$ cat config.mk
export PLATFORM = sky130hd
export DESIGN_NAME = tdc_hit_encoder
export DESIGN_NICKNAME = d
export VERILOG_FILES = /design/src/rtl/tdc_pkg.sv /design/src/rtl/tdc_therm_encoder.sv /design/src/rtl/tdc_hit_encoder.sv
export SDC_FILE = /design/constraint.sdc
export NUM_CORES = 1
export LEC_CHECK = 0
export ABC_AREA = 1
export CAP_MARGIN = 10
export CORE_MARGIN = 1
export CORE_UTILIZATION = 51
export CTS_BUF_LIST = sky130_fd_sc_hd__clkbuf_2 sky130_fd_sc_hd__clkbuf_4 sky130_fd_sc_hd__clkbuf_8
export DETAILED_ROUTE_END_ITERATION = 10
export HOLD_SLACK_MARGIN = 0.15
export PLACE_DENSITY = 0.85
export SETUP_SLACK_MARGIN = 0.2
export SLEW_MARGIN = 30
export SYNTH_ARGS = -nofsm -noshare
export SYNTH_HDL_FRONTEND = slang
export SYNTH_HIERARCHICAL = 1
export SYNTH_SLANG_ARGS = --single-unit
$ cat constraint.sdc
create_clock -name clk -period 4.44 [get_ports clk]
set_input_delay 0.888 -clock clk [delete_from_list [all_inputs] [get_ports clk]]
set_output_delay 0.888 -clock clk [all_outputs]
set_load 0.005 [all_outputs]
$ cat src/rtl/tdc_pkg.sv
// Shared constants and helpers for the TDC hit-encoder slice.
// Optional bubble filter selected by the TDC_BUBBLE_FILTER_EN macro.
package tdc_pkg;

    localparam int TAPS_DEF     = 32;
    localparam int COARSE_W_DEF = 16;
    localparam int DROP_W       = 8;

    // Width needed to hold a tap count from 0 up to and including taps.
    function automatic int fine_w(input int taps);
        return $clog2(taps + 1);
    endfunction

endpackage

$ cat src/rtl/tdc_therm_encoder.sv
// Combinational thermometer-to-count encoder for the delay-line taps.
// Macro TDC_BUBBLE_FILTER_EN: defined  -> population count (bubbles lower the count),
//                             undefined -> highest set tap index + 1 (bubbles ignored).
module tdc_therm_encoder
    import tdc_pkg::*;
#(
    parameter int TAPS = TAPS_DEF,
    localparam int FINE_W = fine_w(TAPS)
) (
    input  logic [TAPS-1:0]   therm,
    output logic [FINE_W-1:0] fine
);

`ifdef TDC_BUBBLE_FILTER_EN
    // Count every set tap so a bubble in the code reduces the result.
    always_comb begin
        fine = '0;
        for (int i = 0; i < TAPS; i++) begin
            fine = fine + FINE_W'(therm[i]);
        end
    end
`else
    // Position of the furthest set tap; zeros below it are ignored.
    always_comb begin
        fine = '0;
        for (int i = 0; i < TAPS; i++) begin
            if (therm[i]) begin
                fine = FINE_W'(i + 1);
            end
        end
    end
`endif

endmodule

$ cat src/rtl/tdc_hit_encoder.sv
// TDC capture stage: samples the delay-line taps, detects a rising edge on
// tap 0, encodes the fine count and pairs it with a free-running coarse count
// on a valid/ready output register. Encoding mode set by TDC_BUBBLE_FILTER_EN
// (see tdc_therm_encoder); latency is 2 cycles in both modes.
module tdc_hit_encoder
    import tdc_pkg::*;
#(
    parameter int TAPS     = TAPS_DEF,
    parameter int COARSE_W = COARSE_W_DEF,
    localparam int FINE_W  = fine_w(TAPS)
) (
    input  logic                clk,
    input  logic                rst_n,
    input  logic [TAPS-1:0]     taps,
    output logic                out_valid,
    input  logic                out_ready,
    output logic [COARSE_W-1:0] out_coarse,
    output logic [FINE_W-1:0]   out_fine,
    output logic [DROP_W-1:0]   drop_count
);

    logic [COARSE_W-1:0] coarse_cnt;

    logic [TAPS-1:0]     samp_p0;
    logic [COARSE_W-1:0] coarse_p0;
    logic [TAPS-1:0]     samp_p1;
    logic [COARSE_W-1:0] coarse_p1;
    logic                prev_p2;

    logic [FINE_W-1:0]   fine;
    logic                hit;
    logic                reg_free;

    // Free-running coarse counter, wraps naturally at its width.
    always_ff @(posedge clk or negedge rst_n) begin
        if (!rst_n) begin
            coarse_cnt <= '0;
        end else begin
            coarse_cnt <= coarse_cnt + COARSE_W'(1);
        end
    end

    // ---- S0: sample. samp_p0 takes taps directly and is the only flop allowed to go metastable.
    always_ff @(posedge clk or negedge rst_n) begin
        if (!rst_n) begin
            samp_p0   <= '0;
            coarse_p0 <= '0;
        end else begin
            samp_p0   <= taps;
            coarse_p0 <= coarse_cnt;
        end
    end

    // ---- S1: settle. prev_p2 remembers tap 0 from the previous settled sample.
    always_ff @(posedge clk or negedge rst_n) begin
        if (!rst_n) begin
            samp_p1   <= '0;
            coarse_p1 <= '0;
            prev_p2   <= 1'b0;
        end else begin
            samp_p1   <= samp_p0;
            coarse_p1 <= coarse_p0;
            prev_p2   <= samp_p1[0];
        end
    end

    tdc_therm_encoder #(
        .TAPS (TAPS)
    ) u_enc (
        .therm (samp_p1),
        .fine  (fine)
    );

    // Only a rising edge on tap 0 is a hit; the pulse trailing edge is ignored.
    assign hit      = samp_p1[0] & ~prev_p2;
    assign reg_free = ~out_valid | out_ready;

    // ---- S2: output register. A transfer and a new load may share one edge.
    always_ff @(posedge clk or negedge rst_n) begin
        if (!rst_n) begin
            out_valid  <= 1'b0;
            out_coarse <= '0;
            out_fine   <= '0;
        end else if (hit && reg_free) begin
            out_valid  <= 1'b1;
            out_coarse <= coarse_p1;
            out_fine   <= fine;
        end else if (out_ready) begin
            out_valid  <= 1'b0;
        end
    end

    // Count hits discarded because the held word was not yet accepted; saturates.
    always_ff @(posedge clk or negedge rst_n) begin
        if (!rst_n) begin
            drop_count <= '0;
        end else if (hit && !reg_free && (drop_count != {DROP_W{1'b1}})) begin
            drop_count <= drop_count + DROP_W'(1);
        end
    end

endmodule

Yosys cells after proc, flatten, opt, wreduce, memory -nomap -nowiden
Cells that the tools add are included.

Register bits after elaboration: 144. Input port bits: 35. Output and inout port bits: 31. Word-level logic and storage cells: 56.

$add $sub $neg: 2. Equality and inequality tests: 1. Multiplexer cells: 34. Bitwise operators: 4. Reduce and logical (&&, ||, !) cells: 5.

Operators by type and width (count): 5-bit 2-to-1 mux (16); 4-bit 2-to-1 mux (8); 16-bit by 1-bit adder with 16-bit output, second input constant (1); 3-bit 2-to-1 mux (4); 8-bit by 1-bit adder with 8-bit output, second input constant (1); 8-bit inequality test, second input constant (1); 6-bit 2-to-1 mux (1); 2-bit 2-to-1 mux (2); 1-bit logical AND (3); 1-bit 2-to-1 mux (3); 1-bit inverter (2); 2-bit nonzero test (1); 1-bit AND (1); 1-bit zero test (1); 1-bit OR (1).

Depth between registers and ports, before layout
Gate-level depths: netlist of the first run.

Depth after elaboration: 32. Mapped depth: 33. Gate-level depth less buffers: 33.

By module
Netlist of the first run, hierarchy kept.

Modules (own cells, without submodules): tdc_hit_encoder (times used 1, cells each 356, area an instance 4581.9 um^2, sequential area each 3603.5 um^2); tdc_therm_encoder (times used 1, cells each 101, area an instance 481.7 um^2, sequential area each 0.0 um^2).

Worst setup path before layout of the first run
Ideal clock, no wire load.

Path type: flip-flop to flip-flop. From: register samp_p1[1]. To: register out_fine[0]. Setup time: 0.065 ns. Data arrival time: 1.842 ns. Required time: 4.375 ns. Setup slack: 2.533 ns. Stages on the path, launching flop included: 34. Path buffers: 0. Clock period less this slack: 1.907 ns. Path through: dfrtp_1 inv_1 nand2_1 nand2_1 nand2_1 nand2_1 nand2_1 nand2_1 nand2_1 nand2_1 nand2_1 nand2_1 nand2_1 nand2_1 nand2_1 nand2_1 nand2_1 nand2_1 nand2_1 nand2_1 nand2_1 nand2_1 nand2_1 nand2_1 nand2_1 nand2_1 nand2_1 nand2_1 nand2_1 nand2_1 nand2_1 a21oi_2 nand3_1 nand2_1.

Cells in the longest elaborated chain, start to end: 31.

Ends and longest elaborated chain: start: declaration (line tdc_hit_encoder.sv:26) `logic [TAPS-1:0] samp_p1;`; start signal: assignment (line tdc_hit_encoder.sv:61) `samp_p1 <= samp_p0;`; 2-bit 2-to-1 mux (2 in a row) (line tdc_therm_encoder.sv:27) `if (therm[i]) begin`; 3-bit 2-to-1 mux (4 in a row) (line tdc_therm_encoder.sv:27); 4-bit 2-to-1 mux (8 in a row) (line tdc_therm_encoder.sv:27); 5-bit 2-to-1 mux (16 in a row) (line tdc_therm_encoder.sv:27); 6-bit 2-to-1 mux (line tdc_therm_encoder.sv:27); net fine[0] (line tdc_hit_encoder.sv:30) `logic [FINE_W-1:0] fine;`; end signal: assignment (line tdc_hit_encoder.sv:87) `out_fine <= fine;`; end: declaration (line tdc_hit_encoder.sv:18) `output logic [FINE_W-1:0] out_fine,`.

The timed path passes the listed nets, and every way through them passes these cells. A chain may end at the register's enable or synchronous reset.

Worst setup path in the final report of the first run
From: register drop_count[2]. To: output drop_count[2].

RTL lines: start: declaration (line tdc_hit_encoder.sv:19) `output logic [DROP_W-1:0] drop_count`; start signal: assignment (line tdc_hit_encoder.sv:98) `drop_count <= drop_count + DROP_W'(1);`.

No word-level cell between the ends.

==> impl_results.md, run 1 <==
- Critical path type: flop to output port
- Met3 Wirelength: approximately 420 um
- GRT overflow: 0
- Reg2Reg Depth: 33
- Worst hold path class: flop to flop
- Wire per inst: 13.8 um
- Largest net degree at the start of global routing: 92
- CORE AREA: 9680 um2
- Max Cap Viol: 0
- Fmax: ~420 MHz
- Worst vdd rail ir drop: 0.258 mV
- CTS Hold Bufs: 0
- Initial Utilization: 52.3%
- Final RePlAce weighted congestion: 0.815
- Sequential share of the synthesized area: a little under three quarters
- Row count: 36
- Clk_skew: 0.0116 ns
- Critical path's top delay family: buffers and inverters
- Via density: between 4 and 5
- CP bufs+invs: 1
- DR pass1 iterations: 4
- Top Ports: 66
- Mean Syn Cell Area: 11.1 um2
- Fillers: 699
- Crit path DAT: 1.50 ns
- Htree depth: 4
- EDFF count, synth: 0
- CP max stage delay: 0.56 ns
- Synth cell types: 23
- Fraction of registers with async set/reset: 100%
- Clk root buf: clkbuf_8
- Synthesized cell area: 5060 um2
- Max clock buf depth: 2
- Clock transition at the registers of the reported paths: 0.08 ns
- Worst-skew pair later-pin latency: about 0.44 ns
- 1st-iter DRT viols: 198
- Residual DRC: 0
- WL met2: 5.14 mm
- Setup TNS Final: 0 ns
- Status: finished, final reports clean
- Yosys top cell area share: 71.2%
- Worst setup SP type: flop
- CTS resizes: 0
- Worst-path fanout max: 9
- Final ANT Viol Nets: 0
- CTS tree: done
- Pwr Density: 444 nW/um2
- Ant. Diodes: 0
- Detail Placement HPWL: between 6 and 7 mm
- Die Y: 102 um
- Post-CTS setup buffers: 0
- TritonCTS Buffers: 17
- Cell Chain, Critical Path: clkdlybuf4s50_1
- DP Cell Count: 649
- Hold Path Depth: 0
- Port Buf Inserts: 65
- Endpoint class of the critical path: output port
- Total Die Area: 10300 um2
- Synthesis-stage register bit count: approximately 140
- Utilization after layout: 65.1%
- Top post-synthesis cells by count: 145 x nand2_1, 144 x dfrtp_1, 42 x inv_1
- Least-Margin Pin Slew: 0.773 ns
- Most instantiated library cell after synthesis: nand2_1
- Die W: 102 um
- Synth top area cells: dfrtp_1 71%, nand2_1 11%, nand3_1 3.7%, inv_1 3.1%, nor2_1 2.3%
- Metal1 wirelength: 3.65 mm
- Drt total wl: 9.36 mm
- Uppermost routed layer: met4
- Global-route wire length before repair: 15.6 mm
- Yosys warns: 6
- Final nets: about 570
- Initial antenna violation count: 0
- Most area-hungry cell type in the Yosys netlist: dfrtp_1
- WP depth: 1
- Part of the cycle the worst path needs: 53.9%
- Layout Area Growth over Synthesis: 24.5%
- Sink Count: 144
- CP required: 3.55 ns
- P_leak: 3.08 nW
- Main synth FF type: dfrtp_1
- Vias in the first global route: 3383
- RSZ-0062 raised after global routing: false
- GRT Total Usage: a little over a fifth
- Cells after synthesis: 457
- Hold Fails Final Rpt: 0
- Slew Viols, Final: 0
- Setup violators final: 0
- Vias post-DR: roughly 3300
- Slew HR: approximately half
- Critical-path top delay cell: clkdlybuf4s50_1
- Final std cells w/o fill: 679
- Synthesized Nets: 494
- Share of cells above drive strength 1: 9.16%
- Crit path time final: 2.39 ns
stage by stage:
stage	hold WS [ns]	instance area [um2]	power [mW]	setup WS, ns
floorplan	0.331	5060	1.52	2.53
global placement	0.332	5850	1.65	1.82
detailed placement	0.335	5850	1.66	1.72
CTS	0.342	6310	2.82	2.02
global route	0.348	6310	2.91	1.88
finish	0.340	6310	2.80	2.05
state kept, by name, indices dropped and copies added, names as in the netlist:
| name | cells |
|---|---|
| out_fine | 6 |
| coarse_p1 | 16 |
| out_coarse | 16 |
| samp_p0 | 32 |
| coarse_p0 | 16 |
| out_valid | 1 |
| samp_p1 | 32 |
| coarse_cnt | 16 |
| drop_count | 8 |
| prev_p2 | 1 |
layout make-up:
type | instances | area, um2 | share of cell area [%]
multi-input cells | 255 | 1160 | 18.4
clock buffers | 20 | 269 | 4.27
inverters | 50 | 256 | 4.07
well taps | 133 | 166 | 2.64
clock inverters | 10 | 185 | 2.94
repair buffers | 67 | 667 | 10.6
flip-flops and latches | 144 | 3600 | 57.1
per-layer routing:
metal / track usage (%) / vias up
li1: - / 1560
met1: 23.1 / 1627
met2: 36.9 / 79
met3: 6.56 / 11
met4: 9.70 / 0
met5: 0 / -
final timing paths:
kind                          startpoint            end  slack (ns)
setup / recovery           drop_count[2]  drop_count[2]        2.05
hold / removal               samp_p0[15]    samp_p1[15]        0.34
setup reg to reg              samp_p1[1]    out_fine[0]        2.19
hold reg to reg              samp_p0[15]    samp_p1[15]        0.34
max in group asynchronous          rst_n    samp_p1[17]        3.04
min in group asynchronous          rst_n    samp_p1[22]        0.49
report_power, final:
group          total, mW  leakage, nW  switching [mW]  internal (mW)
clock               1.16        0.228           0.460          0.698
combinational      0.220         1.08           0.104          0.116
sequential          1.42         1.78          0.0483           1.37
total               2.80         3.08           0.613           2.18
logic make-up after synthesis:
kind of cell	Yosys count	share of synthesized area [%]
buffers and inverters	58	5.95
xor gates and xnor gates	10	1.73
and+or+nand+nor	230	19.2
adders and majority gates	2	0.494
AOI/OAI and AO/OA	13	1.43
DFF	144	71.2
placed cells by master, fill, tap and decap left out, types with 3 or more instances in the layout:
master           count
xor2_1               6
inv_2                3
dfrtp_1            144
nor2_4               3
nand2_2              4
nor2_1              31
nand2_1            145
bufinv_8             5
bufinv_16            5
nand3_1             37
o21ai_0              5
nand4_1              6
clkbuf_8            19
clkdlybuf4s50_1     64
a21oi_1              5
inv_1               42
xnor2_1              4
Note: power is estimated with default switching activity, not from simulation.
==> run 2, diff against run 1 <==
==> constraint.sdc (replaced) <==
create_clock -name clk -period 2.3 [get_ports clk]
set_input_delay 0.46 -clock clk [delete_from_list [all_inputs] [get_ports clk]]
set_output_delay 0.46 -clock clk [all_outputs]
set_load 0.005 [all_outputs]
==> impl_results.md, run 2 (synthesis results as in run 1) <==
- Final WS setup: 0.0581 ns
- Setup WS pre-CTS: 0.0762 ns
- Hold Fails Final Rpt: 0
- Worst-path fanout max: 2
- Pwr Density: roughly 800 nW/um2
- CTS tree: done
- Layout Area Growth over Synthesis: 23.4%
- Biggest regs: samp_p0 x32, samp_p1 x32
- Initial Utilization: 52.3%
- Most frequent cells in the layout: 145 x nand2_1, 144 x dfrtp_1, 64 x clkdlybuf4s50_1
- Commonest non-fill, non-tap cell in the layout: nand2_1
- Die Y: approximately 100 um
- Crit path DAT: roughly 2.6 ns
- Min-delay src: coarse_p0[5]
- Htree depth: 4
- Final nets: between 500 and 600
- Detail Placement HPWL: 6.29 mm
- GRT overflow: 0
- Drt total wl: 8.65 mm
- Most used cell, CP: nand2_1
- Total power: 4.92 mW
- CP required: 2.66 ns
- Endpoint class of the critical path: flop
- Worst setup SP type: flop
- Largest net degree at the start of global routing: 50
- DR pass1 iterations: 4
- Initial antenna violation count: 0
- Final RePlAce weighted congestion: 0.820
- Top Ports: 66
- Vias in the first global route: 3264
- Slew Viols, Final: 0
- CP max stage delay: ~0.38 ns
- Worst hold path class: flop to flop
- Max Cap Viol: 0
- Total Die Area: 10300 um2
- Global-route wire length before repair: 14.8 mm
- Setup violators final: 0
- Critical R2R Launch: samp_p1[1]
- CTS resizes: 0
- Fmax: between 400 and 500 MHz
- Die W: 102 um
- Critical path type: flop to flop
- Slew HR: 51.3%
- P_leak: between 3 and 4 nW
- TritonCTS Buffers: 17
- Via density: approximately 4.7
- Clk root buf: clkbuf_8
- Least-Margin Pin Slew: 0.729 ns
- Worst vdd rail ir drop: 0.355 mV
- RSZ-0062 raised after global routing: true
- CORE AREA: 9680 um2
- Sink Count: 144
- Final ANT Viol Nets: 0
- Residual DRC: 0
- Max clock buf depth: 2
- Vias post-DR: 3223
- Wire per inst: 12.6 um
- 1st-iter DRT viols: 190
- Share of cells above drive strength 1: 9.96%
- Part of the cycle the worst path needs: 97.5%
- Critical Path Source: samp_p1[1]
- Ant. Diodes: 0
- Worst-skew pair later-pin latency: 0.43 ns
- GRT Total Usage: 19.6%
- Row count: 36
- Fillers: 704
- Final instance area: 6250 um2
- Port Buf Inserts: 65
- Clock transition at the registers of the reported paths: 0.08 ns
- Crit path time final: 2.24 ns
- Status: finished, final reports clean
- Critical-path top delay cell: dfrtp_1
- Clk_skew: 0.0106 ns
- Placed inst area: 5880 um2
-- run 2: changes by cell type in the layout (fill, tap and decap cells not counted), sizes merged --
cell         delta
buf             +4
bufinv          -4
clkinv          +4
clkinvlp        +1
dlygate4sd3     +1
-- run 2: timing repair --
action / 4_1_cts / 5_1_grt
hold buffers: 1 / 0
pin swaps: 1 / 0
endpoints found under the setup margin: 1 / 1
buffers inserted: 0 / 0
endpoints found under the hold margin: 45 / 0
-- run 2: path summary, 6_finish.rpt --
check	cells past startpoint	slack, ns	endpoint
min in group asynchronous	2	0.52	samp_p0[24]
max in group asynchronous	3	1.03	samp_p0[3]
worst min register to register	0	0.34	coarse_p1[5]
worst max-delay path	33	0.06	out_fine[0]
worst min-delay path	0	0.34	coarse_p1[5]
worst max register to register	33	0.06	out_fine[0]
-- run 2: critical path, delay by kind of cell, from the launching register on --
family	cells	cell delay [ns]
simple gates	31	1.57
compound gates	1	0.11
flops	1	0.38
buf+inv	1	0.05
-- run 2: through the flow --
stage | hold slack (ns) | cells | utilization [%] | TNS, ns
floorplan | 0.164 | 457 | - | 0
global placement | 0.331 | 653 | 60.7 | 0
detailed placement | 0.335 | 653 | 60.7 | 0
CTS | 0.347 | 685 | 64.5 | 0
global route | 0.349 | 685 | 64.5 | -0.299
finish | 0.345 | 685 | 64.5 | 0
-- run 2: cell type report --
class	count	area, um2	area share (%)
sequential	144	3600	57.7
multi-input combinational	255	1160	18.5
timing repair buffer	72	707	11.3
clock buffer	20	263	4.21
inverter	50	256	4.11
tap	133	166	2.66
clock inverter	11	92.6	1.48
-- run 2: layer usage --
metal	track usage (%)	vias to the layer above	wire [um]
li1	-	1573	-
met1	22.9	1555	3480
met2	33.3	79	4630
met3	6.90	16	374
met4	7.69	0	154
met5	0	-	0
-- run 2: where the power goes --
part | internal [mW] | total (mW) | switching (mW)
Sequential | 2.65 | 2.73 | 0.0895
Combinational | 0.230 | 0.429 | 0.200
Clock | 0.890 | 1.75 | 0.864
Total | 3.76 | 4.92 | 1.15
==> run 3, diff against run 2 <==
--- a/config.mk
+++ b/config.mk
@@ -12,6 +12,7 @@
 export CTS_BUF_LIST = sky130_fd_sc_hd__clkbuf_2 sky130_fd_sc_hd__clkbuf_4 sky130_fd_sc_hd__clkbuf_8
 export DETAILED_ROUTE_END_ITERATION = 10
 export HOLD_SLACK_MARGIN = 0.15
+export MAX_ROUTING_LAYER = met4
 export PLACE_DENSITY = 0.85
 export SETUP_SLACK_MARGIN = 0.2
 export SLEW_MARGIN = 30
==> impl_results.md, run 3 (synthesis results as in run 1) <==
- Setup TNS Final: 0 ns
- Logic gate share of total power: 8.7%
- Row count: 36
- Detail Placement HPWL: 6.29 mm
- CP max stage delay: between 0.3 and 0.4 ns
- CTS tree: done
- Final nets: 577
- Worst-path fanout max: 2
- Vias in the first global route: ~3300
- Initial Utilization: 52.3%
- Sink Count: 144
- CP required: 2.66 ns
- CORE AREA: 9680 um2
- Part of the cycle the worst path needs: 97.3%
- Largest net degree at the start of global routing: 50
- Die W: 102 um
- Fillers: 704
- Worst setup SP type: flop
- CTS resizes: 0
- Die Y: around 100 um
- Pwr Density: 787 nW/um2
- P_leak: between 3 and 4 nW
- Min-delay src: coarse_p0[5]
- Sw Share: 23.4%
- Crit path time final: 2.24 ns
- Endpoint class of the critical path: flop
- GRT overflow: 0
- Most used cell, CP: nand2_1
- Worst vdd rail ir drop: roughly 0.35 mV
- RSZ-0062 raised after global routing: true
- Total Die Area: 10300 um2
- Worst-skew pair later-pin latency: 0.43 ns
- DR pass1 iterations: 5
- TritonCTS Buffers: 17
- Residual DRC: 0
- Layout Area Growth over Synthesis: 23.4%
- Final ANT Viol Nets: 0
- GRT Total Usage: between 20% and 30%
- Setup violators final: 0
- Global-route wire length before repair: 14.8 mm
- Flop pwr share: approximately 56%
- Via density: approximately 4.7
- Crit path DAT: 2.60 ns
- Max Cap Viol: 0
- Top Ports: 66
- Fmax: ~450 MHz
- Vias post-DR: 3200
- Critical R2R Launch: samp_p1[1]
- Utilization after layout: 64.5%
- Wire per inst: 12.6 um
- Hold Fails Final Rpt: 0
- 1st-iter DRT viols: roughly 190
- Initial antenna violation count: 0
- Port Buf Inserts: 65
- Share of cells above drive strength 1: roughly a tenth
- Critical-path top delay cell: dfrtp_1
- Slew HR: roughly half
- Ant. Diodes: 0
- Critical path type: flop to flop
- Htree depth: 4
- Status: finished, final reports clean
- Biggest regs: samp_p0 x32, samp_p1 x32
- Slew Viols, Final: 0
- Max clock buf depth: 2
- Final RePlAce weighted congestion: 0.832
- Clock transition at the registers of the reported paths: approximately 0.080 ns
- Psw: 1.15 mW
- Most frequent cells in the layout: 145 x nand2_1, 144 x dfrtp_1, 64 x clkdlybuf4s50_1
- Drt total wl: 8.63 mm
- Least-Margin Pin Slew: 0.720 ns
- Power share of the clock group: 35.6%
- Clk root buf: clkbuf_8
- Worst hold path class: flop to flop
- Commonest non-fill, non-tap cell in the layout: nand2_1
- Clk_skew: between 0.009 and 0.01 ns
- Critical Path Source: samp_p1[1]
- P_int: roughly 3.8 mW
-- run 3: cell counts in the layout (fill, tap and decap cells not counted) --
No cell type changed its count.
-- run 3: cell type report --
cell class	instances	area (um2)	share of cell area (%)
multi-input combinational	255	1160	18.5
clock inverter	11	92.6	1.48
sequential	144	3600	57.7
clock buffer	20	263	4.21
tap	133	166	2.66
inverter	50	256	4.11
timing repair buffer	72	707	11.3
-- run 3: critical path: cells and delay by family (launching register included) --
| family | cells | cell delay, ns |
|---|---|---|
| buf+inv | 1 | 0.05 |
| compound gates | 1 | 0.11 |
| simple gates | 31 | 1.56 |
| flops | 1 | 0.38 |
-- run 3: final timing paths --
check,endpoint,slack [ns],cells past startpoint
worst max-delay path,out_fine[0],0.06,33
worst min-delay path,coarse_p1[5],0.35,0
worst max register to register,out_fine[0],0.06,33
worst min register to register,coarse_p1[5],0.35,0
max in group asynchronous,samp_p0[3],1.03,3
min in group asynchronous,samp_p0[24],0.52,2
-- run 3: per-stage QoR --
step | power [mW] | instances | cell area, um2 | hold WS [ns] | setup slack [ns]
floorplan | 2.94 | 457 | 5060 | 0.164 | 0.393
global placement | 3.19 | 653 | 5880 | 0.331 | 0.247
detailed placement | 3.22 | 653 | 5880 | 0.335 | 0.0762
CTS | 4.98 | 685 | 6250 | 0.347 | 0.0402
global route | 5.15 | 685 | 6250 | 0.349 | -0.299
finish | 4.91 | 685 | 6250 | 0.345 | 0.0618
-- run 3: metal layers --
layer  routed length (um)  GRT usage [%]  up-vias
met5                    0              -        -
li1                     -              -     1572
met3                  291           6.21       12
met1                 3530           22.9     1550
met4                  148           8.70        0
met2                 4660           33.2       66
-- run 3: power groups by stage --
stage	registers [mW]	logic [mW]	clock network [mW]
3_3_place_gp	2.77	0.416	0
4_1_cts	2.73	0.436	1.81
2_1_floorplan	2.75	0.186	0
3_5_place_dp	2.78	0.433	0
5_1_grt	2.75	0.478	1.93
6_report	2.74	0.429	1.75
-- run 3: repair_timing --
item                                   4_1_cts  5_1_grt
setup endpoints to repair                    1        1
setup buffers                                0        0
pin swaps                                    1        0
endpoints found under the hold margin       45        0
hold buffers                                 1        0
